--- src/rtl/uart_tx_buffered.sv ---
// Buffered UART transmitter: byte FIFO feeding an 8N1 serializer with back-to-back frames.
// Define UART_TX_PARITY_EN for 8E1 framing (even parity bit between data and stop).
module uart_tx_buffered #(
  parameter int CLK_FREQ   = 25_000_000,
  parameter int BAUD_RATE  = 115_200,
  parameter int FIFO_DEPTH = 16
) (
  input  logic                         i_clk,
  input  logic                         i_reset,
  input  logic [7:0]                   i_data,
  input  logic                         i_valid,
  output logic                         o_ready,
  output logic                         o_tx,
  output logic                         o_busy,
  output logic                         o_done,
  output logic [$clog2(FIFO_DEPTH):0]  o_count
);

  localparam int CLKS_PER_BIT = CLK_FREQ / BAUD_RATE;
  localparam int CNT_W        = $clog2(CLKS_PER_BIT);
  localparam int PTR_W        = $clog2(FIFO_DEPTH);
  localparam int OCC_W        = PTR_W + 1;

`ifdef UART_TX_PARITY_EN
  typedef enum logic [2:0] {S_IDLE, S_START, S_DATA, S_PARITY, S_STOP} state_t;
`else
  typedef enum logic [1:0] {S_IDLE, S_START, S_DATA, S_STOP} state_t;
`endif

  logic [7:0]       mem [FIFO_DEPTH];
  logic [PTR_W-1:0] wr_ptr_reg, rd_ptr_reg;
  logic [OCC_W-1:0] count_reg;
  logic             push, pop, fifo_nonempty;

  state_t           state_reg, state_next;
  logic [CNT_W-1:0] clk_cnt_reg, clk_cnt_next;
  logic [2:0]       bit_idx_reg, bit_idx_next;
  logic [7:0]       shift_reg, shift_next;
  logic             tx_reg, tx_next;
  logic             done_reg, done_next;
  logic             busy_reg;
  logic             bit_end;
`ifdef UART_TX_PARITY_EN
  logic             parity_reg;
`endif

  assign fifo_nonempty = (count_reg != '0);
  assign o_ready       = (count_reg != OCC_W'(FIFO_DEPTH));
  assign push          = i_valid && o_ready;
  assign bit_end       = (clk_cnt_reg == CNT_W'(CLKS_PER_BIT - 1));

  always_ff @(posedge i_clk) begin
    if (push) mem[wr_ptr_reg] <= i_data;
  end

  always_ff @(posedge i_clk) begin
    if (i_reset) begin
      wr_ptr_reg <= '0;
      rd_ptr_reg <= '0;
      count_reg  <= '0;
    end else begin
      if (push) wr_ptr_reg <= wr_ptr_reg + PTR_W'(1);
      if (pop)  rd_ptr_reg <= rd_ptr_reg + PTR_W'(1);
      case ({push, pop})
        2'b10:   count_reg <= count_reg + OCC_W'(1);
        2'b01:   count_reg <= count_reg - OCC_W'(1);
        default: count_reg <= count_reg;
      endcase
    end
  end

  // Popped byte is captured straight from the buffer (registered read).
  always_ff @(posedge i_clk) begin
    if (pop) begin
      shift_reg  <= mem[rd_ptr_reg];
`ifdef UART_TX_PARITY_EN
      parity_reg <= ^mem[rd_ptr_reg];
`endif
    end else begin
      shift_reg  <= shift_next;
    end
  end

  always_ff @(posedge i_clk) begin
    if (i_reset) begin
      state_reg   <= S_IDLE;
      clk_cnt_reg <= '0;
      bit_idx_reg <= '0;
      tx_reg      <= 1'b1;
      done_reg    <= 1'b0;
      busy_reg    <= 1'b0;
    end else begin
      state_reg   <= state_next;
      clk_cnt_reg <= clk_cnt_next;
      bit_idx_reg <= bit_idx_next;
      tx_reg      <= tx_next;
      done_reg    <= done_next;
      busy_reg    <= (state_reg != S_IDLE) || fifo_nonempty;
    end
  end

  // Line level is registered from the current state, so o_tx trails the FSM by one clock.
  always_comb begin
    state_next   = state_reg;
    clk_cnt_next = bit_end ? '0 : clk_cnt_reg + CNT_W'(1);
    bit_idx_next = bit_idx_reg;
    shift_next   = shift_reg;
    tx_next      = 1'b1;
    done_next    = 1'b0;
    pop          = 1'b0;
    case (state_reg)
      S_IDLE: begin
        clk_cnt_next = '0;
        if (fifo_nonempty) begin
          pop          = 1'b1;
          bit_idx_next = '0;
          state_next   = S_START;
        end
      end
      S_START: begin
        tx_next = 1'b0;
        if (bit_end) state_next = S_DATA;
      end
      S_DATA: begin
        tx_next = shift_reg[0];
        if (bit_end) begin
          shift_next   = {1'b0, shift_reg[7:1]};
          bit_idx_next = bit_idx_reg + 3'd1;
          if (bit_idx_reg == 3'd7) begin
`ifdef UART_TX_PARITY_EN
            state_next = S_PARITY;
`else
            state_next = S_STOP;
`endif
          end
        end
      end
`ifdef UART_TX_PARITY_EN
      S_PARITY: begin
        tx_next = parity_reg;
        if (bit_end) state_next = S_STOP;
      end
`endif
      S_STOP: begin
        if (bit_end) begin
          done_next = 1'b1;
          if (fifo_nonempty) begin
            pop          = 1'b1;
            bit_idx_next = '0;
            state_next   = S_START;
          end else begin
            state_next   = S_IDLE;
          end
        end
      end
      default: state_next = S_IDLE;
    endcase
  end

  assign o_tx    = tx_reg;
  assign o_busy  = busy_reg;
  assign o_done  = done_reg;
  assign o_count = count_reg;

endmodule
--- config.mk ---
export PLATFORM = sky130hd
export DESIGN_NAME = uart_tx_buffered
export DESIGN_NICKNAME = d
export VERILOG_FILES = /design/src/rtl/uart_tx_buffered.sv
export SDC_FILE = /design/constraint.sdc
export NUM_CORES = 1
export LEC_CHECK = 0
export ABC_AREA = 1
export CORE_MARGIN = 2
export CORE_UTILIZATION = 69
export CTS_BUF_LIST = sky130_fd_sc_hd__clkbuf_4 sky130_fd_sc_hd__clkbuf_8
export CTS_CLUSTER_SIZE = 12
export DETAILED_ROUTE_END_ITERATION = 16
export PLACE_DENSITY = 0.9
export SETUP_SLACK_MARGIN = 0.3
export SLEW_MARGIN = 15
export SYNTH_ARGS = -nofsm -noshare
export SYNTH_HDL_FRONTEND = slang
export SYNTH_SLANG_ARGS = --single-unit
--- constraint.sdc ---
create_clock -name i_clk -period 3.3 [get_ports i_clk]
set_input_delay 0.66 -clock i_clk [delete_from_list [all_inputs] [get_ports i_clk]]
set_output_delay 0.66 -clock i_clk [all_outputs]
set_load 0.05 [all_outputs]
==> run summary <==
The worst register-to-register path begins at state_reg[1]. Once detail routing completed, the nets flagged for antenna violations numbered 0. TritonCTS built the clock tree. The tool flagged a number of max-cap violations equal to 0. The clock passes through at most 2 buffers. The worst register-to-register path has a setup slack of 0.43 ns. The sort of element at the end of the critical path is a flop. The clock slew seen by the registers of the worst setup and hold paths was 0.08 ns; the global-route wire length before repair was 25900 µm.

The startpoint identified for the worst hold timing path is clk_cnt_reg[0]. Traced cell by cell, the critical path runs through inv_1 -> ha_1 -> inv_1 -> nand3_4 -> inv_2 -> ha_2 -> xor2_1 -> ha_1 -> a21o_1 -> nand3_1 -> nand3_1 -> nand3_1 -> nand2_1 -> inv_1. The critical path is of the reg2reg type. The congestion estimate from routability-driven global placement came to 0.909.

After detailed placement, the design holds a cell count of 872. In this run the biggest area consumer among cell types represents 55.6% of the synthesized area. At the worst endpoint, the arrival time is 3.22 ns. Using the TritonRoute via totals, the vias-per-cell ratio works out to 5.94.

For the sequential cell area, the log shows 0.00475 mm². Sorting the synthesized cells by area gives the leading types as sky130_fd_sc_hd__edfxtp_1, sky130_fd_sc_hd__nand2_1, sky130_fd_sc_hd__dfxtp_1. The highest cell delay on the worst timing path works out to 0.41 ns. For the final database, setup skew stands at 0.0103 ns. The total overflow left after global routing is 0.

Hold timing on the final database bottoms out at a slack of 0.466 ns. The pin count of the biggest net entering global routing came out at 67. Broken down by cell family, the worst path's largest delay share belongs to adder cells.

The mean instance size in the synthesized netlist is 10.0 µm². For the initial antenna violation count, the log shows 0. For this design, the sink count on the clock tree is 169.

For this run, the post-layout net count is 785. The placeable core region was 0.0103 mm²; the total length of routed wires was 16400 µm. Setup repair after global routing left no endpoint under its margin. Timing would allow up to 349 MHz. The floorplan has 37 rows.

The detailed-placement wirelength estimate is 10300 µm, and the power density over the cells is 792 mW/mm². After synthesis the cells add up to 0.00734 mm². Synthesis inferred 169 register bits. The number of flip-flops in the largest register came out at 128. Clock tree synthesis inserted a total of 17 buffers.

The clock network is responsible for 21.9% of the overall power. Dividing the detail-routed wire length by the instance count gives 18.1 µm. The run finished with clean final reports. Measured on the finished design, the core utilization comes to 77.5%. The portion of total power attributed to combinational logic was 36.0%.

The proportion of power drawn by flip-flops and latches was 42.1%; the total number of vias was 5368. The final number of hold-violating endpoints came out at 0. The run gives 5337 as the via count of the first global-routing pass.

For the initial standard-cell utilization of the core, the log shows 71.1%. The number of buffer cells added on primary ports was 19. The proportion of total power due to net switching was 38.7%.

The most critical setup path has its startpoint at state_reg[1]. The remaining design rule violation count was 0; the endpoint required time on the critical path was 3.65 ns. The tightest min-delay check is of the reg2reg type. At the later pin of the worst-skew pair, clock insertion delay measures 0.45 ns. The die is 107 µm tall. The max-slew violation count is 0, and the violation count after the first detailed-route iteration is 884. The placement-stage worst setup slack came out at 0.412 ns.

The slowest library cell on the worst path is sky130_fd_sc_hd__dfxtp_1. The run gives 2450 µW as the net load switching power. The smallest clock period supported by the final layout is computed as 2.87 ns.

After routing, the total negative slack on setup checks comes to 0 ns. The cell count of the worst hold path works out to 1. The die covers 0.0115 mm².

In this run the worst path has a maximum fanout of 14. Synthesis handed over a netlist of 734 instances. The tools report the overall track demand over capacity in global routing as 30.5%.

20 I/O pins were placed. Synthesis produced a netlist with a net count of 764. The first-pass iteration count of the detailed router came out at 6. The worst pin sits at a relative slew slack of 29.5%. In this run the worst setup path terminates at o_count[4].

sky130_fd_sc_hd__edfxtp_1 takes more of the synthesized area than any other cell. After layout, the worst path uses 86.9% of the clock period. The leakage component of the power is 0.00321 µW, and the number of gates on the worst path with buffers counted is 14.

After filler insertion, the fill cell instance count of the layout stands at 594. The count of endpoints failing setup in the final report came out at 0. The transition at the pin with the smallest max-transition slack was 1.05 ns; the combined area of the multi-input logic cells was 0.00225 mm². The die is 107 µm wide. The clock tree root buffer cell was sky130_fd_sc_hd__clkbuf_8. Cells with a size suffix above 1 make up 6.51% of the layout. Relative to the synthesized area, the layout overhead comes to 9.05%.

Yosys printed 0 warnings. Yosys mapped the design onto 29 distinct sky130hd cell types. Once layout is complete, the cells apart from fillers number 904.

The worst IR drop on VDD was 0.000569 V. The logs give 0.433 ns for the minimum setup slack in the final design and 4 for the maximum level of the CTS H-tree. The tools report the sort of element at the start of the critical path as a flop. For the worst flop-to-flop path, the logic depth is 14. Buffer count from post-CTS setup fixing: 0.

The worst register-to-register path ends at o_count[4]. Internal power comes to 3890 µW. The sum of buffers and inverters on the critical path came out at 4. Summing the sequential cell areas from Yosys gives 64.6% of the chip area. The number of antenna diodes in the final layout is 0.
-- metal layers --
layer | wire length (µm) | GRT usage (%) | share of wire [%]
met5 | 0 | 0 | 0
met3 | 1670 | 6.81 | 10
met2 | 7970 | 49.7 | 49
met1 | 6170 | 39.3 | 38
met4 | 540 | 14.0 | 3.3
-- layout by cell type, fill, tap and decap left out, types with 13 or more instances in the layout --
master                            netlist  layout
sky130_fd_sc_hd__nand2_1              230     230
sky130_fd_sc_hd__edfxtp_1             136     136
sky130_fd_sc_hd__nor2_1                86      86
sky130_fd_sc_hd__nand3_1               74      74
sky130_fd_sc_hd__inv_1                 52      52
sky130_fd_sc_hd__dfxtp_1               33      31
sky130_fd_sc_hd__o21ai_0               25      25
sky130_fd_sc_hd__clkdlybuf4s50_1        0      19
sky130_fd_sc_hd__ha_1                  19      18
sky130_fd_sc_hd__clkbuf_8               0      17
sky130_fd_sc_hd__a21oi_1               13      13
-- worst min path at each step --
stage / endpoint / slack, ns
2_1_floorplan: o_tx / 0.43
3_3_place_gp: clk_cnt_reg[0] / 0.44
5_1_grt: clk_cnt_reg[0] / 0.50
3_5_place_dp: clk_cnt_reg[0] / 0.45
4_1_cts: clk_cnt_reg[0] / 0.47
6_report: clk_cnt_reg[0] / 0.47
-- area by class of cell --
type                    count  area share [%]
flip-flops and latches    169            59.3
multi-input cells         483            28.1
repair buffers             28            3.22
clock buffers              18            3.02
inverters                  56            2.63
well taps                 136            2.13
clock inverters            14            1.63
-- metrics by stage --
| stage | cell area [µm²] | power [µW] |
|---|---|---|
| 5_1_grt | 8010 | 6670 |
| 3_5_place_dp | 7620 | 4860 |
| 2_1_floorplan | 7340 | 4320 |
| 4_1_cts | 8000 | 6280 |
| 3_3_place_gp | 7620 | 4700 |
| 6_report | 8010 | 6340 |
-- power groups by stage --
stage                     registers [µW]  logic [µW]  clock network (µW)
final                               2670        2280                1390
after global routing                2680        2510                1470
after CTS                           2660        2220                1390
after detailed placement            2710        2150                   0
after global placement              2690        2010                   0
after floorplan                     2790        1530                   0
-- repair_timing --
item                       in CTS  in global routing
gates cloned                    0                  0
setup endpoints to repair       1                  2
hold buffers                    0                  0
pin swaps                       0                  0
gates resized for setup         1                  2
-- cells by family (layout without fill, tap and decap cells) --
group | Yosys count | count (layout) | synth area share [%]
fa+ha+maj | 19 | 19 | 3.24
compound gates | 46 | 46 | 3.32
simple gates | 409 | 409 | 22.9
flops | 169 | 169 | 64.6
buf+inv | 82 | 116 | 4.87
xor+xnor | 9 | 9 | 1.07
-- Yosys cell counts (all sizes together) --
| cell type | instances |
|---|---|
| xor2 | 9 |
| nand3 | 75 |
| nand4 | 7 |
| nand2 | 233 |
| dfxtp | 33 |
| a21oi | 13 |
| and3 | 1 |
| buf | 22 |
| edfxtp | 136 |
| inv | 56 |
| nor2 | 89 |
| o211ai | 2 |
| nor3b | 1 |
| nor4 | 1 |
| a21o | 1 |
| o21ai | 28 |
| clkbuf | 4 |
| o2111ai | 1 |
| ha | 19 |
| nor3 | 2 |
| o21bai | 1 |
-- worst register-to-register path: stages, from the launching register on --
cell	delay (ns)
sky130_fd_sc_hd__dfxtp_1	0.41
sky130_fd_sc_hd__inv_1	0.12
sky130_fd_sc_hd__ha_1	0.33
sky130_fd_sc_hd__inv_1	0.17
sky130_fd_sc_hd__nand3_4	0.19
sky130_fd_sc_hd__inv_2	0.20
sky130_fd_sc_hd__ha_2	0.28
sky130_fd_sc_hd__xor2_1	0.28
sky130_fd_sc_hd__ha_1	0.20
sky130_fd_sc_hd__a21o_1	0.12
sky130_fd_sc_hd__nand3_1	0.12
sky130_fd_sc_hd__nand3_1	0.12
sky130_fd_sc_hd__nand3_1	0.12
sky130_fd_sc_hd__nand2_1	0.08
sky130_fd_sc_hd__inv_1	0.03
Power figures use the tool's default switching activity.
==> RTL change: new RTL, same flow settings <==
`FIFO_DEPTH`: 16 -> 32.
--- a/src/rtl/uart_tx_buffered.sv
+++ b/src/rtl/uart_tx_buffered.sv
@@ -3,7 +3,7 @@
 module uart_tx_buffered #(
   parameter int CLK_FREQ   = 25_000_000,
   parameter int BAUD_RATE  = 115_200,
-  parameter int FIFO_DEPTH = 16
+  parameter int FIFO_DEPTH = 32
 ) (
   input  logic                         i_clk,
   input  logic                         i_reset,
Interface: changed (resized o_count); port bits go from 20 to 21. No check against the original RTL was run, so the function may have changed too.
==> RTL change against the unedited design <==
  * Power up 56%
  * Synthesized cell count is 32% higher
  * Sequential cell count is 132 higher
  * Via count increased by 55%
  * Synthesized area is 69% higher
  * Maximum frequency up 6.6%
  * Final area rose by 72%
  * Final cell count rose by 41%
  * Worst setup slack improved by 0.18 ns
  * Critical path depth fell by 11
  * Wire length is 74% higher
  * First-iteration DRC count up 55%
  * Critical endpoint is now o_ready
  * Highest routed layer unchanged
==> RTL change: results (changes against the unedited design) <==
Worst-path clk slew: 0.06 ns (was 0.08 ns)
gpl congestion: 0.9066 (was 0.9087)
first-pass GRT wire length: 43.55 mm (was 25.93 mm)
1st-iter DRT viols: 1,367 (was 884)
final wirelength: 28.52 mm (was 16.35 mm)
GRT met1 Usage: 40.34% (was 39.33%)
Setup crit end: o_ready (was o_count[4]$_SDFFE_PP0P_)
Worst Path Arrival: 2.03 ns (was 3.22 ns)
P&R area growth vs syn: 10.88% (was 9.051%)
met3 GRT Util: 6.512% (was 6.809%)
Clock Latency Late Sink: 0.56 ns (was 0.45 ns)
WL met2: 13.50 mm (was 7.973 mm)
Synth top cells by count: 264 x edfxtp_1, 166 x nor2_1, 76 x o21ai_0 (was 230 x nand2_1, 136 x edfxtp_1, 86 x nor2_1)
sequential area share after synthesis: 69.78% (was 64.63%)
M1 WL: 10.35 mm (was 6.167 mm)
number of fill cells: 958 (was 594)
outcome: complete, no violations (unchanged)
slew of the pin with the lowest slew margin: 0.7910 ns (was 1.047 ns)
met2 usage: 47.39% (was 49.73%)
worst vdd ir: 0.8171 mV (was 0.5692 mV)
final net count: 1,041 (was 785)
Min Hold Slack: 0.4541 ns (was 0.4656 ns)
Cell Area, Placed: 12,940 um^2 (was 7622 um^2)
post-synthesis area per instance: 12.85 um^2 (was 10.00 um^2)
Resize count post-CTS: 0 (was 1)
number of vias per cell: 6.551 (was 5.938)
path depth of the worst reg2reg path: 17 (was 14)
synth unique cells: 40 (was 29)
Setup WS pre-CTS: 0.4946 ns (was 0.4118 ns)
clk_skew: 0.02737 ns (was 0.01031 ns)
WL/cell: 22.40 um (was 18.09 um)
clock buffer depth: 3 (was 2)
routed wl met3: 3.559 mm (was 1.673 mm)
post-DP HPWL: 16.78 mm (was 10.25 mm)
max incr delay on CP: 0.80 ns (was 0.41 ns)
Crit Path Max Fanout: 6 (was 14)
leak pwr: 4.656 nW (was 3.209 nW)
max reg flops: 256 (was 128)
Post-synth EDFFs: 264 (was 136)
worst reg2reg path startpoint: state_reg[0]$_SDFFE_PP0P_ (was state_reg[1]$_SDFFE_PP0P_)
-- RTL change: cell count changes after synthesis, sizes merged, moves of 17 or more --
cell | unedited run | this run
o221ai | 0 | 48
clkbuf | 4 | 22
edfxtp | 136 | 264
nor2 | 89 | 172
mux2i | 0 | 48
nand2 | 233 | 60
nand3 | 75 | 58
o21ai | 28 | 81
-- RTL change: power by group --
part / switching [mW] / internal (mW)
combinational: 1.70 / 0.802
sequential: 0.171 / 4.36
clock: 1.34 / 1.52
-- RTL change: final cells by class --
cell class                 count  share of cell area (%)
tap                          229                   2.080
inverter                      50                   1.363
timing repair buffer          54                   3.579
sequential                   301                   62.98
multi-input combinational    563                   23.91
clock buffer                  66                   5.732
clock inverter                10                  0.3543
-- RTL change: cells by family after synthesis --
group / share of synthesized area [%]
buffers and inverters: 3.716
DFF: 69.78
adders and majority gates: 1.712
and+or+nand+nor: 10.57
muxes: 3.867
xor gates and xnor gates: 0.4935
AOI/OAI and AO/OA: 9.870
